[src/rtl/fullchip_inst_seq_pkg.sv]
// Shared constants for the fullchip instruction sequencer: inst[16:0] field
// positions, counter width and the sequencer state encoding.
package fullchip_inst_seq_pkg;

   localparam int INST_W        = 17;
   localparam int INST_OFIFO_RD = 16;
   localparam int INST_QK_ADDR  = 12;
   localparam int INST_P_ADDR   = 8;
   localparam int INST_EXECUTE  = 7;
   localparam int INST_LOAD     = 6;
   localparam int INST_QMEM_RD  = 5;
   localparam int INST_QMEM_WR  = 4;
   localparam int INST_KMEM_RD  = 3;
   localparam int INST_KMEM_WR  = 2;
   localparam int INST_PMEM_RD  = 1;
   localparam int INST_PMEM_WR  = 0;

   localparam int ADDR_W = 4;
   localparam int CNT_W  = 8;

   typedef enum logic [3:0] {
      S_IDLE, S_QWR, S_KWR, S_GAP0, S_LOAD, S_GAP1,
      S_EXEC, S_GAP2, S_DRAIN, S_GAP3, S_PRD, S_DONE
   } state_t;

   // Places a 4-bit address into an otherwise empty instruction word.
   function automatic logic [INST_W-1:0] addr_field(input int lsb, input logic [ADDR_W-1:0] a);
      return INST_W'(a) << lsb;
   endfunction

endpackage

[src/rtl/fullchip_inst_seq_phase_cnt.sv]
// Loadable up-counter: ld restarts at 0 with a new length, en advances,
// last flags the final count of the loaded length.
module fullchip_inst_seq_phase_cnt #(
   parameter int W = 8
) (
   input  logic         clk,
   input  logic         rst_n,
   input  logic         ld,
   input  logic [W-1:0] len,
   input  logic         en,
   output logic [W-1:0] cnt,
   output logic         last
);

   logic [W-1:0] lim;

   always_ff @(posedge clk or negedge rst_n) begin
      if (!rst_n) begin
         cnt <= '0;
         lim <= '0;
      end else if (ld) begin
         cnt <= '0;
         lim <= len - 1'b1;
      end else if (en) begin
         cnt <= cnt + 1'b1;
      end
   end

   assign last = (cnt == lim);

endmodule

[src/rtl/fullchip_inst_seq.sv]
// Instruction sequencer for fullchip: streams Q then K vectors into the
// Q/K memories, then plays the fixed load/execute/drain/readback program.
module fullchip_inst_seq
   import fullchip_inst_seq_pkg::*;
#(
   parameter int bw          = 8,
   parameter int pr          = 8,
   parameter int col         = 8,
   parameter int total_cycle = 8,
   parameter int gap         = 10
) (
   input  logic                clk,
   input  logic                reset,
   input  logic                start,
   input  logic                abort,
   input  logic                in_valid,
   input  logic [pr*bw-1:0]    in_data,
   output logic                in_ready,
   output logic [pr*bw-1:0]    mem_in,
   output logic [INST_W-1:0]   inst,
   output logic                busy,
   output logic                done
);

   localparam logic [CNT_W-1:0] LEN_Q   = CNT_W'(total_cycle);
   localparam logic [CNT_W-1:0] LEN_K   = CNT_W'(col);
   localparam logic [CNT_W-1:0] LEN_LD  = CNT_W'(col + 2);
   localparam logic [CNT_W-1:0] LEN_G0  = CNT_W'(2);
   localparam logic [CNT_W-1:0] LEN_GAP = CNT_W'(gap);

   state_t              st, st_n;
   logic [INST_W-1:0]   inst_n;
   logic                rdy_n, busy_n, done_n, cap;
   logic                ld, en, last, acc;
   logic [CNT_W-1:0]    len, cnt;
   logic [ADDR_W-1:0]   ld_addr;

   fullchip_inst_seq_phase_cnt #(.W(CNT_W)) u_cnt (
      .clk   (clk),
      .rst_n (reset),
      .ld    (ld),
      .len   (len),
      .en    (en),
      .cnt   (cnt),
      .last  (last)
   );

   assign acc     = in_valid & in_ready;
   assign ld_addr = cnt[ADDR_W-1:0] - 1'b1;

   // State/counter run one cycle ahead: each edge registers the word for the
   // cycle the current state/count describes.
   always_comb begin
      st_n   = st;
      inst_n = '0;
      rdy_n  = 1'b0;
      busy_n = busy;
      done_n = 1'b0;
      cap    = 1'b0;
      ld     = 1'b0;
      len    = LEN_GAP;
      en     = 1'b1;
      case (st)
         S_IDLE: begin
            en = 1'b0;
            if (start) begin
               st_n   = S_QWR;
               ld     = 1'b1;
               len    = LEN_Q;
               rdy_n  = 1'b1;
               busy_n = 1'b1;
            end
         end
         S_QWR: begin
            rdy_n = 1'b1;
            en    = acc;
            if (acc) begin
               cap    = 1'b1;
               inst_n = addr_field(INST_QK_ADDR, cnt[ADDR_W-1:0]);
               inst_n[INST_QMEM_WR] = 1'b1;
               if (last) begin
                  st_n = S_KWR;
                  ld   = 1'b1;
                  len  = LEN_K;
               end
            end
         end
         S_KWR: begin
            rdy_n = 1'b1;
            en    = acc;
            if (acc) begin
               cap    = 1'b1;
               inst_n = addr_field(INST_QK_ADDR, cnt[ADDR_W-1:0]);
               inst_n[INST_KMEM_WR] = 1'b1;
               if (last) begin
                  st_n  = S_GAP0;
                  ld    = 1'b1;
                  len   = LEN_G0;
                  rdy_n = 1'b0;
               end
            end
         end
         S_GAP0: if (last) begin st_n = S_LOAD; ld = 1'b1; len = LEN_LD; end
         S_LOAD: begin
            // first and last load cycles carry no K read
            if (cnt != '0 && cnt <= LEN_K) begin
               inst_n = addr_field(INST_QK_ADDR, ld_addr);
               inst_n[INST_KMEM_RD] = 1'b1;
            end
            inst_n[INST_LOAD] = 1'b1;
            if (last) begin st_n = S_GAP1; ld = 1'b1; end
         end
         S_GAP1: if (last) begin st_n = S_EXEC; ld = 1'b1; len = LEN_Q; end
         S_EXEC: begin
            inst_n = addr_field(INST_QK_ADDR, cnt[ADDR_W-1:0]);
            inst_n[INST_EXECUTE] = 1'b1;
            inst_n[INST_QMEM_RD] = 1'b1;
            if (last) begin st_n = S_GAP2; ld = 1'b1; end
         end
         S_GAP2: if (last) begin st_n = S_DRAIN; ld = 1'b1; len = LEN_Q; end
         S_DRAIN: begin
            inst_n = addr_field(INST_P_ADDR, cnt[ADDR_W-1:0]);
            inst_n[INST_OFIFO_RD] = 1'b1;
            inst_n[INST_PMEM_WR]  = 1'b1;
            if (last) begin st_n = S_GAP3; ld = 1'b1; end
         end
         S_GAP3: if (last) begin st_n = S_PRD; ld = 1'b1; len = LEN_Q; end
         S_PRD: begin
            inst_n = addr_field(INST_P_ADDR, cnt[ADDR_W-1:0]);
            inst_n[INST_PMEM_RD] = 1'b1;
            if (last) st_n = S_DONE;
         end
         S_DONE: begin
            st_n   = S_IDLE;
            done_n = 1'b1;
            busy_n = 1'b0;
         end
         default: st_n = S_IDLE;
      endcase
      if (abort) begin
         st_n   = S_IDLE;
         inst_n = '0;
         rdy_n  = 1'b0;
         busy_n = 1'b0;
         done_n = 1'b0;
         cap    = 1'b0;
         ld     = 1'b0;
         en     = 1'b0;
      end
   end

   always_ff @(posedge clk or negedge reset) begin
      if (!reset) begin
         st       <= S_IDLE;
         inst     <= '0;
         mem_in   <= '0;
         in_ready <= 1'b0;
         busy     <= 1'b0;
         done     <= 1'b0;
      end else begin
         st       <= st_n;
         inst     <= inst_n;
         in_ready <= rdy_n;
         busy     <= busy_n;
         done     <= done_n;
         if (cap) mem_in <= in_data;
      end
   end

endmodule

[config.mk]
export PLATFORM = sky130hd
export DESIGN_NAME = fullchip_inst_seq
export DESIGN_NICKNAME = d
export VERILOG_FILES = /design/src/rtl/fullchip_inst_seq_pkg.sv /design/src/rtl/fullchip_inst_seq_phase_cnt.sv /design/src/rtl/fullchip_inst_seq.sv
export SDC_FILE = /design/constraint.sdc
export NUM_CORES = 1
export LEC_CHECK = 0
export ABC_AREA = 1
export BUFFER_PORTS_ARGS = -buffer_cell sky130_fd_sc_hd__buf_2
export CAP_MARGIN = 20
export CORE_AREA = 2 2 137 72
export CTS_CLUSTER_SIZE = 8
export DETAILED_ROUTE_END_ITERATION = 12
export DIE_AREA = 0 0 139 74
export GPL_TIMING_DRIVEN = 0
export HOLD_SLACK_MARGIN = 0.06
export PLACE_DENSITY = 0.79
export SLEW_MARGIN = 20
export SYNTH_ARGS = -nofsm -noshare
export SYNTH_HDL_FRONTEND = slang
export SYNTH_SLANG_ARGS = --single-unit
[constraint.sdc]
create_clock -name clk -period 1.85 [get_ports clk]
set_input_delay 0.555 -clock clk [delete_from_list [all_inputs] [get_ports clk]]
set_output_delay 0.555 -clock clk [all_outputs]
set_load 0.05 [all_outputs]
Word-level counts from Yosys, hierarchy flattened
Cells that the tools add are included.
- input port bits: 69
- output and inout bits: 84
- word-level logic and storage cells: 95
- register bits after elaboration: 104
- bitwise logic cells: 1
- equality and inequality tests: 25
- order comparisons: 1
- mux-type cells: 47
- reductions and logical operators: 10
- $add $sub $neg: 3
- operators by type and width (operator ; count):
    $pmux W17 S6 ; 1
    $mux W4 ; 16
    $mux W16 ; 3
    $pmux W4 S11 ; 1
    $ne A3 B3 Y1 const B ; 13
    $mux W17 ; 1
    $eq A4 B3 Y1 const B ; 4
    $eq A4 B4 Y1 const B ; 4
    $mux W8 ; 2
    $pmux W4 S4 ; 1
    $mux W1 ; 15
    $reduce_and A13 Y1 ; 1
    $add A8 B1 Y8 const B ; 1
    $eq A4 B2 Y1 const B ; 2
    $eq A8 B8 Y1 ; 1
    $le A8 B4 Y1 const B ; 1
    $reduce_bool A8 Y1 ; 1
    $reduce_or A7 Y1 ; 1
    $mux W2 ; 3
    $pmux W1 S3 ; 2
    $sub A4 B1 Y5 const B ; 1
    $eq A4 B1 Y1 const B ; 1
    $logic_not A4 Y1 ; 1
    $pmux W1 S2 ; 2
    8 further kinds ; 8

Longest topological paths before layout
Gate-level depths: netlist of run 1.
- depth in word-level cells: 6
- depth in mapped cells: 13
- mapped depth without buffers: 13

Hierarchy
From an unflattened synthesis of run 1, not the netlist that was laid out.
- cell total of the unflattened synthesis: 569
- area, all modules: 4779.6 um2
- modules (own cells, without submodules) (module ; instances ; sequential area each (um2) ; cells each ; area an instance (um2)):
    fullchip_inst_seq ; 1 ; 2152.1 ; 446 ; 3862.5
    fullchip_inst_seq_phase_cnt ; 1 ; 400.4 ; 123 ; 917.1

Worst setup path before layout of run 1
No wires, ideal clock.
- path type: input port to flip-flop
- start: in abort
- end: reg mem_in[10]
- data required time: 1725 ps
- path buffers: 2
- cell stages on the path: 5
- setup time: 125 ps
- setup slack: 84 ps
- arrival time: 1641 ps
- cell sequence: clkbuf_1 nor2_1 nand2_4 buf_6 mux2_4
- longest elaborated chain between the ends: 1
- ends and longest elaborated chain (what ; RTL line ; source):
    from (decl) ; fullchip_inst_seq.sv:15 ; input logic abort,
    $mux W1 ; fullchip_inst_seq.sv:140 ; if (abort) begin
    to (signal assigned) ; fullchip_inst_seq.sv:166 ; if (cap) mem_in <= in_data;
    to (decl) ; fullchip_inst_seq.sv:19 ; output logic [pr*bw-1:0] mem_in,
Every way passes these cells.
A chain may end at the register's enable or synchronous reset.

Worst setup path in the final report of run 1
- start: reg st[2]
- end: reg mem_in[28]
- longest elaborated chain between the ends: 4
- elaborated cells on any way between the ends: 5
- classes of those cells: eq/ne: 2; mux: 2; reduce/logical: 1
- ends and longest elaborated chain (what ; RTL line ; source):
    from (decl) ; fullchip_inst_seq.sv:31 ; state_t st, st_n;
    from (signal assigned) ; fullchip_inst_seq.sv:161 ; st <= st_n;
    $eq A4 B2 Y1 or $eq A4 B1 Y1 (tied branches) ; fullchip_inst_seq.sv:63 ; case (st)
    $reduce_or A2 Y1 (no line) * ; - ;
    $mux W1 * ; - ;
    $mux W1 * ; fullchip_inst_seq.sv:140 ;
Every way passes the cells marked *; elsewhere a longest branch is shown, timed or not.

==> results.ini, run 1 <==
[run_status]
status=complete, no violations

[critical_path]
reg2reg_setup_slack_ps=80
rr_worst_depth=7
cp-start-kind=flop
endpoint_kind=flop
crit_top_cell=nor2_4
cpPeakStageDelay_ps=480
path_class=flop to flop
crit-reg2reg-launch=st[2]$_DFFE_PN0P_
crit_chain=nor2_4, nand2_2, nor2_4, buf_4, nand2_8, buf_6, mux2_4
critPathSlowestCell=dfrtp_2
r2r-end=mem_in[28]$_DFFE_PN0P_
cp.required_ps=2070
arrival_ps=1990
crit_fanout=10

[power]
p_sw_share_pct=46.1
peakVddDrop_mv=1.27
total_power_mw=9.70
power.leakage_nw=3.36
power_frac_comb_pct=48.5
seqPwrFrac_pct=32.6
p_switching_mw=4.47
power_density_mw_per_mm2=1660
pwr-share-clk_pct=18.9
p_int_mw=5.23

[sta]
fmax_mhz=564
finalHoldViolCount=0
finalMaxSlewViolations=0
finalSetupViolations=0
finalCriticalPeriod_ps=1770
maxSlewHeadroom_pct=67.1
skew_ps=7.60
fin_crit_sh_pct=95.9
worst_pin_slew_ps=493
rsz0062_at_grt=true

[clock_tree]
clkLatencyLatePin_ps=340
cts.htree.levels=3
cts_made_buffers=9
cts.root.buffer_cell=clkbuf_16
hold_buffers=0
clock_sinks=98
cts_tree=built
cts_max_path_buffers=2
path_clk_slew_ps=70

[global_routing]
grt_pass1_vias=3167
grt_overflow_total=0
track_usage_pct=20.8
grt_pass1_wl_um=16500
antenna_found_initial=1
grt_max_degree=65

[logic_synthesis]
yosysUniqueCellTypes=32
synth.top_cell.area_share_pct=55.0
synth_top_area_cell=dfrtp_1
synth_top_flop_cell=dfrtp_1
async_flop_share_pct=100
syn_area_mm2=0.00446
ys_ff_latch=98
seq_area_frac_synth_pct=55.0
synth_edf_count=0
syn_avg_cell_area_um2=11.8
syn-instance-count=377
yosys-top-cells-area=dfrtp_1 (55%), mux2_4 (20%), nand2_1 (6.0%)
synth_nets=450
ys_warn_count=0

[cells_and_area]
antenna_cells_inserted=0
drive_above_1_share_pct=51.9
nets=621
stdcell_area_mm2=0.00585
area_growth_syn_to_layout_pct=31.3

[detailed_routing]
vias=3350
remaining_drc_errors=0
ant_nets=0
dr.pass1.iters=6
finalWirelength_um=11000
dr.first_iter.drc_count=217
post_drt_wl_per_cell_um=16.3
viasPerCell=4.97

[floorplan]
die_h_um=74
coreArea_mm2=0.00913
die_area_mm2=0.0103
io_pins=153
start_util_pct=48.8
rows=25
die_x_um=139

[place]
place_area_mm2=0.00540
gp_congestion=1.01
io_buffer_count=151
dp_hpwl_um=8000

[worst_hold_path]
hold_path_class=primary input to async pin

[flow_run]
cap_violations=0

## cell type report
type,instances,area [um^2]
plain buffers,10,100
clock buffers,10,239
clock inverters,6,55.1
fillers,726,3280
inverters,31,116
multi-input cells,239,1880
flip-flops and latches,98,2470
well taps,121,151
repair buffers,159,842
## cell families (layout without fill, tap and decap cells)
group	Yosys count	in the layout	share of synthesized area [%]
simple gates	146	146	14.2
flops	98	98	55.0
mux	64	64	21.2
buf+inv	41	216	4.63
compound gates	18	19	2.64
xor+xnor	6	6	1.18
fa+ha+maj	4	4	1.12
## how the worst max path moves through the flow
| stage | startpoint | endpoint | slack (ps) | cells after the start |
|---|---|---|---|---|
| 2_1_floorplan | abort | mem_in[10]$_DFFE_PN0P_ | 80 | 5 |
| 3_3_place_gp | reset | mem_in[35]$_DFFE_PN0P_ | -700 | 1 |
| 3_5_place_dp | abort | mem_in[49]$_DFFE_PN0P_ | -180 | 5 |
| 4_1_cts | u_cnt.cnt[6]$_DFFE_PN0P_ | u_cnt.lim[3]$_DFFE_PN0N_ | 5 | 11 |
| 5_1_grt | u_cnt.cnt[5]$_DFFE_PN0P_ | u_cnt.lim[3]$_DFFE_PN0N_ | -20 | 11 |
| 6_report | st[2]$_DFFE_PN0P_ | mem_in[28]$_DFFE_PN0P_ | 80 | 7 |
## per-stage QoR
step	setup WS, ps	utilization [%]	cells	hold slack (ps)	TNS (ps)
3_3_place_gp	-700	58.7	649	462	-77480
4_1_cts	5.41	62.3	666	101	0
5_1_grt	-23.8	64.1	674	107	-23.8
3_5_place_dp	-178	59.1	650	472	-9940
2_1_floorplan	83.8	-	377	259	0
6_report	76.0	64.1	674	95.7	0
## critical path: cells and delay by family, from the launching register on
family | cells | cell delay (ps)
AND/OR/NAND/NOR | 4 | 500
buffers and inverters | 2 | 360
multiplexers | 1 | 310
flip-flops | 1 | 480
## power by group through the flow
stage               sequential [mW]  combinational, mW  clock, mW
global route                   3.24               4.95       1.97
finish                         3.16               4.70       1.83
CTS                            3.14               4.57       1.88
global placement               3.13               4.47          0
detailed placement             3.17               4.55          0
floorplan                      5.05               1.58          0
## timing repair
| item | 4_1_cts | 5_1_grt |
|---|---|---|
| cloned | 0 | 1 |
| buffers inserted | 0 | 7 |
| resized for setup | 1 | 36 |
| pin swaps | 0 | 9 |
| setup endpoints to repair | 1 | 73 |
## Yosys cell counts, types with 2 or more instances
library cell  count
mux2_4           60
nor3_1            4
nor2_2            3
o21ai_0           6
a21oi_1           4
nor2_1           37
inv_1            28
inv_2             3
xor2_1            5
nand2_2           2
nor2_4            2
nand3_1          18
nand2_1          71
clkbuf_1          2
dfrtp_1          98
nand4_1           6
buf_4             2
mux2_2            4
ha_1              4
buf_6             6
## cells in the final DEF, fill, tap and decap left out, types with 2 or more instances in the layout
cell	count
buf_2	150
dfrtp_1	87
nand2_1	65
mux2_4	60
nor2_1	32
inv_1	25
nand3_1	17
dfrtp_2	11
buf_4	9
clkbuf_16	9
nand2_2	8
nor2_4	7
inv_2	6
o21ai_0	6
nand4_1	6
buf_6	6
xor2_1	5
a21oi_1	4
nor3_1	4
mux2_2	4
ha_1	4
nor2_2	3
inv_6	3
a21oi_4	2
clkinv_4	2
## sequential cells by signal (all words and copies together) (netlist names)
register   flops
mem_in        64
inst          15
u_cnt.cnt      8
st             4
u_cnt.lim      4
busy           1
done           1
in_ready       1
## metal layers
layer  GRT usage, %  vias up  wire, um
li1               -     1578         -
met1           30.2     1589      5180
met2           30.0      171      4740
met3           7.34       12       926
met4           5.39        0       120
met5              0        -         0
Note: power is estimated with default switching activity, not from simulation.
==> inputs of run 2 (changes only) <==
Clock period 1.85 ns to 1.95 ns, I/O delays scaled along.
==> run 2 against run 1 <==
Wire length fell by 1.8%; combinational power fell by 6.6%; worst hold slack improved by 32 ps; register-to-register slack improved by 40 ps; first-iteration DRC count fell by 0.46%; total power fell by 5.9%; setup slack improved by 37 ps; critical path depth did not move; clock power fell by 5%; fmax fell by 3.4%; die area did not move; cell count fell by 0.74%; highest routed layer unchanged.
==> results.ini, run 2 (synthesis gave the netlist of run 1 again) <==
[run_status]
status=complete, no violations

[sta]
finalHoldViolCount=0  ; unchanged
fin_crit_sh_pct=94.2  ; -1.7 points
worst_pin_slew_ps=612  ; +119 ps
finalSetupViolations=0  ; unchanged
finalCriticalPeriod_ps=1840  ; +63.1 ps
skew_ps=6.31  ; -1.29 ps
fmax_mhz=544  ; -3.4%
finalMaxSlewViolations=0  ; unchanged
maxSlewHeadroom_pct=59.2  ; -7.9 points
worst_hold_slack_ps=128  ; +32.1 ps

[critical_path]
crit_top_cell=nand2_2
cp.required_ps=2170  ; +100 ps
arrival_ps=2060  ; +70 ps
cpPeakStageDelay_ps=520  ; +40 ps
critPathSlowestCell=dfrtp_1
crit_fanout=10  ; unchanged
crit_chain=nand2_2, nand2_2, nor2_4, buf_4, nand2_4, buf_6, mux2_4
endpoint_kind=flop
path_class=flop to flop
cp-start-kind=flop

[cells_and_area]
antenna_cells_inserted=0  ; unchanged
nets=616  ; -0.81%
area_growth_syn_to_layout_pct=29.1
num-fill-cells=731  ; +0.69%
multi_input_area_mm2=0.00184  ; -2.3%
reg_top3=mem_in: 64 flops, inst: 15 flops, u_cnt.cnt: 8 flops
regMostFlops=mem_in
final_common_cell=buf_2
seq_area_mm2=0.00246  ; -0.30%
drive_above_1_share_pct=48.5  ; -3.4 points
final_cell_mix=buf_2 (150), dfrtp_1 (93), nand2_1 (68)
largest_reg_flops=64  ; unchanged

[detailed_routing]
remaining_drc_errors=0  ; unchanged
finalWirelength_um=10800  ; -1.8%
post_drt_wl_per_cell_um=16.1  ; -1.1%
dr.pass1.iters=5  ; -1
ant_nets=0  ; unchanged
viasPerCell=4.98  ; +0.27%
dr.first_iter.drc_count=216  ; -0.46%
vias=3334  ; -0.48%

[global_routing]
track_usage_pct=20.8  ; unchanged
grt_overflow_total=0  ; unchanged
grt_max_degree=65  ; unchanged
grt_pass1_vias=3167  ; unchanged
grt_pass1_wl_um=16500  ; unchanged
antenna_found_initial=1  ; unchanged

[power]
peakVddDrop_mv=1.20  ; -5.2%
power.leakage_nw=3.34  ; -0.60%
power_density_mw_per_mm2=1590  ; -4.3%
total_power_mw=9.12  ; -5.9%

[place]
io_buffer_count=151  ; unchanged
dp_hpwl_um=8000  ; unchanged
gp_congestion=1.01  ; unchanged

[clock_tree]
cts_made_buffers=9  ; unchanged
cts_tree=built
cts.root.buffer_cell=clkbuf_16
path_clk_slew_ps=70  ; about the same
clock_sinks=98  ; unchanged
cts.htree.levels=3  ; unchanged
cts_max_path_buffers=2  ; unchanged
clkLatencyLatePin_ps=340  ; about the same
hold_buffers=0  ; unchanged

[floorplan]
start_util_pct=48.8  ; unchanged
rows=25  ; unchanged
die_area_mm2=0.0103  ; unchanged
die_h_um=74  ; unchanged
io_pins=153  ; unchanged
die_x_um=139  ; unchanged
coreArea_mm2=0.00913  ; unchanged

[worst_hold_path]
hold_path_class=primary input to async pin

[flow_run]
cap_violations=0  ; unchanged

-- run 2: cell types whose count changed in the layout (fill, tap and decap cells not counted), sizes merged --
| cell | delta |
|---|---|
| buf | -5 |
-- run 2: layer usage --
| metal | vias to the layer above | GRT usage, % | share of wire (%) |
|---|---|---|---|
| li1 | 1561 | - | - |
| met1 | 1590 | 30.2 | 47 |
| met2 | 171 | 30.0 | 43 |
| met3 | 12 | 7.34 | 9.4 |
| met4 | 0 | 5.39 | 1.1 |
| met5 | - | 0 | 0 |
-- run 2: worst paths after layout --
kind,start,endpoint,slack [ps],depth (start not counted)
max,st[0]$_DFFE_PN0P_,mem_in[28]$_DFFE_PN0P_,110,7
min,reset,u_cnt.cnt[5]$_DFFE_PN0P_,130,1
max reg2reg,st[0]$_DFFE_PN0P_,mem_in[28]$_DFFE_PN0P_,110,7
min reg2reg,u_cnt.lim[0]$_DFFE_PN0N_,u_cnt.lim[0]$_DFFE_PN0N_,490,2
max in group asynchronous,reset,mem_in[7]$_DFFE_PN0P_,1200,2
min in group clk,in_data[35],mem_in[35]$_DFFE_PN0P_,470,2
-- run 2: area by class of cell --
cell class	count	share of cell area (%)
flip-flops and latches	98	42.7
plain buffers	10	1.57
well taps	121	2.63
inverters	31	2.02
clock buffers	10	4.15
clock inverters	6	0.957
multi-input cells	239	31.9
repair buffers	154	14.0
-- run 2: power by group --
part	leakage [nW]	switching, mW	internal (mW)
logic	1.91	3.01	1.39
clock network	0.146	0.805	0.928
registers	1.29	0.382	2.61
total	3.34	4.19	4.93
-- run 2: critical path: cells and delay by family (launching register included) --
kind                   cells  cell delay [ps]
AND/OR/NAND/NOR            4              520
buffers and inverters      2              350
flip-flops                 1              520
multiplexers               1              320
-- run 2: what timing repair did --
item	4_1_cts	5_1_grt
endpoints found under the setup margin	0	10
gates resized for setup	0	14
setup buffers	0	2
-- run 2: per-stage QoR --
stage | util, % | setup WS, ps | TNS, ps | std cells | area (um^2)
2_1_floorplan | - | 154 | 0 | 377 | 4460
3_3_place_gp | 58.7 | -630 | -66420 | 649 | 5360
3_5_place_dp | 59.1 | -108 | -5730 | 650 | 5400
4_1_cts | 62.3 | 74.3 | 0 | 666 | 5690
5_1_grt | 63.0 | -14.9 | -14.9 | 669 | 5750
6_report | 63.0 | 113 | 0 | 669 | 5750
